==> src/rtl/mac_operand_feeder.sv <==
// rtl/mac_operand_feeder.sv - operand buffers and sequencer that stream one neuron's (W,X) pairs into rmac
module mac_operand_feeder #(
    parameter int S  = 8,
    parameter int n  = 32,
    parameter int AW = 3
) (
    input  logic          clk,
    input  logic          reset,
    input  logic          wr_en,
    input  logic          wr_sel,
    input  logic [AW-1:0] wr_addr,
    input  logic [n-1:0]  wr_data,
    input  logic          start,
    output logic          busy,
    output logic          done,
    output logic          mac_rst,
    output logic [n-1:0]  W_out,
    output logic [n-1:0]  X_out
);

    // Step counter sized for S+2 so it can never wrap, even with S = 2^AW.
    localparam int CW = AW + 2;
    // Index width into the S-entry arrays (at least one bit for S = 1).
    localparam int IW = (S > 1) ? $clog2(S) : 1;

    localparam logic [CW-1:0] STREAM_LAST = CW'(S - 1);
    localparam logic [CW-1:0] PRIME_LAST  = CW'(1);
    localparam logic [AW:0]   S_LIMIT     = (AW + 1)'(S);

    localparam logic [2:0] IDLE   = 3'd0;
    localparam logic [2:0] RST    = 3'd1;
    localparam logic [2:0] PRIME  = 3'd2;
    localparam logic [2:0] STREAM = 3'd3;
    localparam logic [2:0] SETTLE = 3'd4;
    localparam logic [2:0] DONE   = 3'd5;

    logic [2:0]    state;
    logic [CW-1:0] step;
    logic [n-1:0]  wbuf [0:S-1];
    logic [n-1:0]  xbuf [0:S-1];
    logic          write_ok;
    logic          in_stream;

    // Buffers are writable only between evaluations, and only for in-range indices.
    assign write_ok = wr_en && ((state == IDLE) || (state == DONE))
                      && ({1'b0, wr_addr} < S_LIMIT);

    // Operand buffers: cleared by reset, otherwise loaded one word per accepted write.
    always_ff @(posedge clk) begin
        if (reset) begin
            for (int i = 0; i < S; i++) begin
                wbuf[i] <= '0;
                xbuf[i] <= '0;
            end
        end else if (write_ok) begin
            if (wr_sel) begin
                xbuf[wr_addr[IW-1:0]] <= wr_data;
            end else begin
                wbuf[wr_addr[IW-1:0]] <= wr_data;
            end
        end
    end

    // Sequencer: RST (1) -> PRIME (2) -> STREAM (S) -> SETTLE (1) -> DONE (1).
    always_ff @(posedge clk) begin
        if (reset) begin
            state <= IDLE;
            step  <= '0;
        end else begin
            case (state)
                IDLE: begin
                    step <= '0;
                    if (start) begin
                        state <= RST;
                    end
                end
                RST: begin
                    state <= PRIME;
                    step  <= '0;
                end
                PRIME: begin
                    if (step == PRIME_LAST) begin
                        state <= STREAM;
                        step  <= '0;
                    end else begin
                        step <= step + 1'b1;
                    end
                end
                STREAM: begin
                    if (step == STREAM_LAST) begin
                        state <= SETTLE;
                        step  <= '0;
                    end else begin
                        step <= step + 1'b1;
                    end
                end
                SETTLE: begin
                    state <= DONE;
                end
                DONE: begin
                    state <= start ? RST : IDLE;
                end
                default: begin
                    state <= IDLE;
                    step  <= '0;
                end
            endcase
        end
    end

    // Outputs decode from registered state; reset forces the idle view immediately.
    assign in_stream = (state == STREAM) && !reset;
    assign W_out     = in_stream ? wbuf[step[IW-1:0]] : '0;
    assign X_out     = in_stream ? xbuf[step[IW-1:0]] : '0;
    assign busy      = !reset && (state != IDLE);
    assign done      = !reset && (state == DONE);
    assign mac_rst   = reset || (state == RST);

endmodule

==> config.mk <==
export PLATFORM = sky130hd
export DESIGN_NAME = mac_operand_feeder
export DESIGN_NICKNAME = d
export VERILOG_FILES = /design/src/rtl/mac_operand_feeder.sv
export SDC_FILE = /design/constraint.sdc
export NUM_CORES = 1
export LEC_CHECK = 0
export ABC_AREA = 1
export BUFFER_PORTS_ARGS = -buffer_cell sky130_fd_sc_hd__buf_4
export CAP_MARGIN = 10
export CORE_MARGIN = 2
export CORE_UTILIZATION = 59
export CTS_BUF_LIST = sky130_fd_sc_hd__clkbuf_4 sky130_fd_sc_hd__clkbuf_8 sky130_fd_sc_hd__clkbuf_16
export DETAILED_ROUTE_END_ITERATION = 16
export PLACE_DENSITY = 0.85
export SLEW_MARGIN = 25
export SYNTH_ARGS = -nofsm -noshare
export SYNTH_HDL_FRONTEND = slang
export SYNTH_SLANG_ARGS = --single-unit
export TNS_END_PERCENT = 5
==> constraint.sdc <==
create_clock -name clk -period 7.4 [get_ports clk]
set_input_delay 1.11 -clock clk [delete_from_list [all_inputs] [get_ports clk]]
set_output_delay 1.11 -clock clk [all_outputs]
set_load 0.01 [all_outputs]
# Word-level counts from Yosys, hierarchy flattened
# Memory sizes are Yosys's and may differ from the RTL's. A register that Yosys moved wholly into a read port is not among the register bits.
# Index checks and enable logic that the tools add are counted.
[word_totals] reg_bits=8 mem_bits_rw=512 wordCells=58 memories=2
[memory_table] name="wbuf" depth=8 width=32 rd=1 rd_ports_with_merged_regs=1 write_ports=8 line="39" rtl="logic [n-1:0] wbuf [0:S-1];"
[memory_table] name="xbuf" depth=8 width=32 rd=1 rd_ports_with_merged_regs=1 write_ports=8 line="40" rtl="logic [n-1:0] xbuf [0:S-1];"
[classes] n_addsub=1 eq_ne=10 muxes=30 reduce_logical=13
[ops] cell="$mux 32" count=4
[ops] cell="$reduce_or 32->1" count=2
[ops] cell="$mux 3" count=9
[ops] cell="$pmux 3 s6" count=1
[ops] cell="$pmux 5 s3" count=1
[ops] cell="$mux 1" count=13
[ops] cell="$mux 5" count=2
[ops] cell="$eq 3x2->1 const B" count=2
[ops] cell="$eq 3x3->1 const B" count=2
[ops] cell="$ne 2x2->1 const B" count=3
[ops] cell="$add 5x1->5 const B" count=1
[ops] cell="$eq 5x1->1 const B" count=1
[ops] cell="$eq 5x3->1 const B" count=1
[ops] cell="$logic_and 1x1->1" count=4
[ops] cell="$eq 3x1->1 const B" count=1
[ops] cell="$logic_not 3->1" count=1
[ops] cell="$reduce_and 3->1" count=1
[ops] cell="$reduce_bool 3->1" count=1
[ops] cell="$logic_or 1x1->1" count=2
[ops] cell="$reduce_or 2->1" count=1
[ops] cell="$logic_not 1->1" count=1

# Longest topological paths before layout
[logic_depth] word_depth=8 ltp_mapped=11 depth_no_buf=11

# Worst setup path before layout
# Ideal clock, no wire load.
[synth_timing] path_kind="input to output" startpoint="in reset" endpoint="out W_out[12]" arrival_ns=2.210 required_time_ns=6.290 setup_slack_ns=4.080 path_stages=5 cell_sequence="clkbuf_1 nor3_2 clkbuf_1 nand2_1 nor2_1"
[synth_via] elab_chain_len=3
[synth_rtl] element="start: declaration" line="8" rtl="input logic reset,"
[synth_rtl] element="$logic_not 1->1" line="112" rtl="assign in_stream = (state == STREAM) && !reset;"
[synth_rtl] element="$logic_and 1x1->1" line="112"
[synth_rtl] element="$mux 32" line="113" rtl="assign W_out = in_stream ? wbuf[step[IW-1:0]] : '0;"
[synth_rtl] element="end: declaration" line="17" rtl="output logic [n-1:0] W_out,"
# Every way passes these cells.

==> key figures <==
Run status
  – Result of the run: finished, final reports clean

Timing
  – Final worst path period need: 4.948 ns
  – Setup repair after global routing missed its margin: false
  – Worst slew margin relative to its limit: 0.2235
  – Max Slew Vio Count: 0
  – Hold violation count in the final report: 0
  – Setup-violating endpoint count in the final report: 0
  – Clock skew: 0.02792 ns
  – Total negative slack for setup checks: 0 ns
  – Slew at the pin with the worst max-slew slack: 1.163 ns
  – Worst Hold Slack: 0.5134 ns
  – Crit share post-route: 0.6687
  – Peak Freq: 202.1 MHz

Clock tree
  – Clock buffer count from CTS: 52
  – Clk buf depth: 3
  – Post-CTS clock slew at the launch and capture registers of the worst setup and hold paths: 0.06 ns
  – # resized after CTS: 0
  – TritonCTS clock tree: built
  – H-tree depth: 2
  – Hold buffer count at cts: 0
  – Clock Root Buffer: sky130_fd_sc_hd__clkbuf_16
  – Clock latency reported for the late side of the worst-skew pair: 0.59 ns
  – # Post-CTS Setup Buffers: 0
  – Sinks on Clock Net: 523

Detailed routing
  – Total detailed-routing wirelength: 62710 um
  – Detailed-route DRC error count: 0
  – Detail Route Antenna Nets: 0
  – Starting DRC count in detailed routing: 2553
  – Vias post-DR: 17864
  – Mean number of vias per cell: 6.007
  – Number of iterations in the first detailed-routing pass: 7
  – Routed len/inst: 21.09 um

Placement
  – Port buffer count: 106
  – Weighted congestion reported at the end of routability-driven placement: 0.8689
  – Final HPWL from detailed placement: 34070 um

Setup path
  – Stages on worst setup path: 7
  – Maximum single-stage delay on the critical path: 0.77 ns
  – Worst-path cell with the longest stage delay: sky130_fd_sc_hd__buf_4
  – Cell with the most instances on the worst path: sky130_fd_sc_hd__buf_4
  – CP top delay family: buffers and inverters
  – Sort of element at the end of the critical path: primary output
  – WP data arrival: 3.84 ns
  – Worst reg-to-reg path cell count: 7
  – Worst-path cell chain: buf_4, buf_4, o21ai_0, o21ai_1, nor2_1, nor2_1, buf_4
  – Kind of launch point of the worst setup path: flip-flop
  – Max FO, Critical Path: 76
  – Required time at the endpoint of the critical path: 6.29 ns
  – Bufs and invs on worst path: 3
  – Critical Setup Path Class: flip-flop to primary output

Cells and area
  – Nets@finish: 2443
  – Ratio of cells with drive above 1 in the final layout: 0.1810
  – Antenna fix cells: 0
  – Post-layout utilization of the core: 0.6493
  – Layout fillers: 2967
  – Syn-to-layout area delta: 8.873%

Min path
  – Hold depth: 2
  – Class of the most critical hold timing path: flip-flop to flip-flop

Floorplanning
  – Initial core utilization: 0.5964
  – Floorplan row count: 74
  – Die span in x: 206.9 um
  – Die area: 42820 um2
  – Core area: 40740 um2
  – Die height: 206.9 um
  – Number of top-level pins: 107

Pwr
  – Max IR drop VDD: 0.2541 mV
  – Portion of total power attributed to the clock network: 0.330
  – Pint: 5.226 mW
  – Sum of internal, switching and leakage power: 7.566 mW
  – Switch share: 0.3093
  – Power density over the cells: 286.0 nW/um2
  – Total leakage power: 10.22 nW
  – Seq pwr share: 0.457
  – Switching power total: 2.340 mW
  – Combinational share of power: 0.213

Synthesis
  – Nets in the synthesized netlist: 2446
  – Number of synthesized flops with an enable pin: 512
  – FFs w/ async S/R, synth: 0
  – Cells after Synth: 2404
  – Synthesized area per cell: 10.11 um2
  – Yosys warning count: 0
  – Portion of the post-synthesis area used by sequential elements: 0.6418
  – Count of different cell masters after synthesis: 29
  – Cell Area, Synth: 24300 um2
  – Synthesized flop and latch total: 523
  – Most frequently used flop master after synthesis: sky130_fd_sc_hd__edfxtp_1

Flow run
  – Maximum capacitance violations: 0

GRT
  – Initial antenna violation count: 0
  – Overall overflow remaining after global route: 0
  – Vias in the first global route: 17555
  – First-pass GRT wire length: 95740 um
  – Maximum number of pins on one net before global-route repair: 180
  – Total track usage: 0.2939
final timing paths:
check | from | end | slack, ns
worst max-delay path | flip-flop | X_out[6] | 2.45
worst min-delay path | step[3]$_SDFFE_PP0N_ | step[3]$_SDFFE_PP0N_ | 0.51
worst max register to register | state[2]$_SDFFE_PP0P_ | xbuf[3][15]$_SDFFCE_PN0P_ | 4.15
worst min register to register | step[3]$_SDFFE_PP0N_ | step[3]$_SDFFE_PP0N_ | 0.51
worst min-delay path, cell delays in order (launching register included):
cell                      delay [ns]
sky130_fd_sc_hd__dfxtp_1        0.33
sky130_fd_sc_hd__nand2_1        0.07
sky130_fd_sc_hd__a21oi_1        0.06
per-stage QoR:
stage / worst slack (ns) / cells / area [um2]
after global routing: 2.273 / 2974 / 26450
after global placement: 3.124 / 2879 / 24850
final: 2.452 / 2974 / 26450
after CTS: 2.506 / 2974 / 26450
after detailed placement: 2.952 / 2879 / 24850
after floorplan: 4.080 / 2404 / 24300
power by group through the flow:
stage | clock (mW) | combinational, mW | sequential [mW]
detailed placement | 0 | 1.56 | 3.52
CTS | 2.49 | 1.58 | 3.45
finish | 2.50 | 1.61 | 3.46
global route | 2.60 | 1.78 | 3.47
global placement | 0 | 1.51 | 3.51
floorplan | 0 | 1.19 | 3.49
cells in the mapped netlist, types with 2 or more instances:
cell type | instances | area share
sky130_fd_sc_hd__o21ai_0 | 296 | 0.061
sky130_fd_sc_hd__buf_4 | 3 | 0.00093
sky130_fd_sc_hd__edfxtp_1 | 512 | 0.63
sky130_fd_sc_hd__clkbuf_1 | 95 | 0.015
sky130_fd_sc_hd__nor2_2 | 200 | 0.051
sky130_fd_sc_hd__o21ai_1 | 26 | 0.0054
sky130_fd_sc_hd__buf_2 | 28 | 0.0058
sky130_fd_sc_hd__buf_6 | 49 | 0.023
sky130_fd_sc_hd__inv_1 | 49 | 0.0076
sky130_fd_sc_hd__nand2_1 | 108 | 0.017
sky130_fd_sc_hd__a21oi_1 | 6 | 0.0012
sky130_fd_sc_hd__nor2_1 | 897 | 0.14
sky130_fd_sc_hd__nor3_1 | 9 | 0.0019
sky130_fd_sc_hd__nand3_1 | 70 | 0.014
sky130_fd_sc_hd__inv_2 | 3 | 0.00046
sky130_fd_sc_hd__ha_1 | 2 | 0.0010
sky130_fd_sc_hd__nor2_8 | 2 | 0.0016
sky130_fd_sc_hd__dfxtp_1 | 11 | 0.0091
sky130_fd_sc_hd__buf_1 | 13 | 0.0020
sky130_fd_sc_hd__nand2_4 | 16 | 0.0074
flip-flops by register name, indices dropped and copies added (netlist names), named ones only:
signal,flops
step,5
wbuf,256
state,3
xbuf,256
routing by layer:
metal	vias up	global-route usage	wire length, um
met5	-	0	0
met4	0	0.1216	2242
met3	157	0.05761	7571
met2	1263	0.4792	30210
met1	8481	0.3898	22680
li1	7963	-	-
cell families after synthesis:
| kind of cell | Yosys count | share of synthesized area |
|---|---|---|
| simple gates | 1308 | 0.2345 |
| flops | 523 | 0.6418 |
| compound gates | 330 | 0.06813 |
| buf+inv | 240 | 0.05412 |
| fa+ha+maj | 2 | 0.001030 |
| xor+xnor | 1 | 0.0003605 |
layout by cell type, fill, tap and decap left out:
cell / netlist / final
sky130_fd_sc_hd__inv_2: 3 / 2
sky130_fd_sc_hd__nand4_1: 1 / 1
sky130_fd_sc_hd__o21ai_1: 26 / 26
sky130_fd_sc_hd__edfxtp_1: 512 / 512
sky130_fd_sc_hd__nor2_4: 1 / 1
sky130_fd_sc_hd__clkbuf_4: 0 / 16
sky130_fd_sc_hd__inv_4: 0 / 2
sky130_fd_sc_hd__clkbuf_8: 0 / 3
sky130_fd_sc_hd__inv_1: 49 / 49
sky130_fd_sc_hd__o21ai_0: 296 / 296
sky130_fd_sc_hd__nand2_2: 1 / 1
sky130_fd_sc_hd__xor2_1: 1 / 1
sky130_fd_sc_hd__nand3b_1: 1 / 1
sky130_fd_sc_hd__nand2_4: 16 / 16
sky130_fd_sc_hd__o21bai_1: 1 / 1
sky130_fd_sc_hd__inv_6: 0 / 2
sky130_fd_sc_hd__buf_4: 3 / 130
sky130_fd_sc_hd__a21oi_1: 6 / 6
sky130_fd_sc_hd__buf_6: 49 / 1
sky130_fd_sc_hd__nor2_8: 2 / 2
sky130_fd_sc_hd__nand2_1: 108 / 108
sky130_fd_sc_hd__nor2_2: 200 / 200
sky130_fd_sc_hd__ha_1: 2 / 2
sky130_fd_sc_hd__nor3_4: 0 / 1
sky130_fd_sc_hd__nand3_4: 1 / 1
sky130_fd_sc_hd__a31oi_1: 1 / 1
sky130_fd_sc_hd__nand3_1: 70 / 70
sky130_fd_sc_hd__clkinv_2: 0 / 7
sky130_fd_sc_hd__inv_8: 0 / 1
sky130_fd_sc_hd__nor2_1: 897 / 897
sky130_fd_sc_hd__dfxtp_1: 11 / 8
sky130_fd_sc_hd__dfxtp_4: 0 / 3
sky130_fd_sc_hd__nor3_1: 9 / 9
sky130_fd_sc_hd__clkinv_1: 0 / 12
sky130_fd_sc_hd__clkbuf_16: 0 / 53
layout make-up:
type / count / area [um2] / area share
Clock buffer: 72 / 1488 / 0.05624
Inverter: 52 / 202.7 / 0.007662
Multi-Input combinational cell: 1641 / 7393 / 0.2795
Sequential cell: 523 / 15610 / 0.5900
Tap cell: 532 / 665.6 / 0.02516
Timing Repair Buffer: 131 / 987.2 / 0.03732
Clock inverter: 23 / 110.1 / 0.004162
Power figures use the tool's default switching activity.
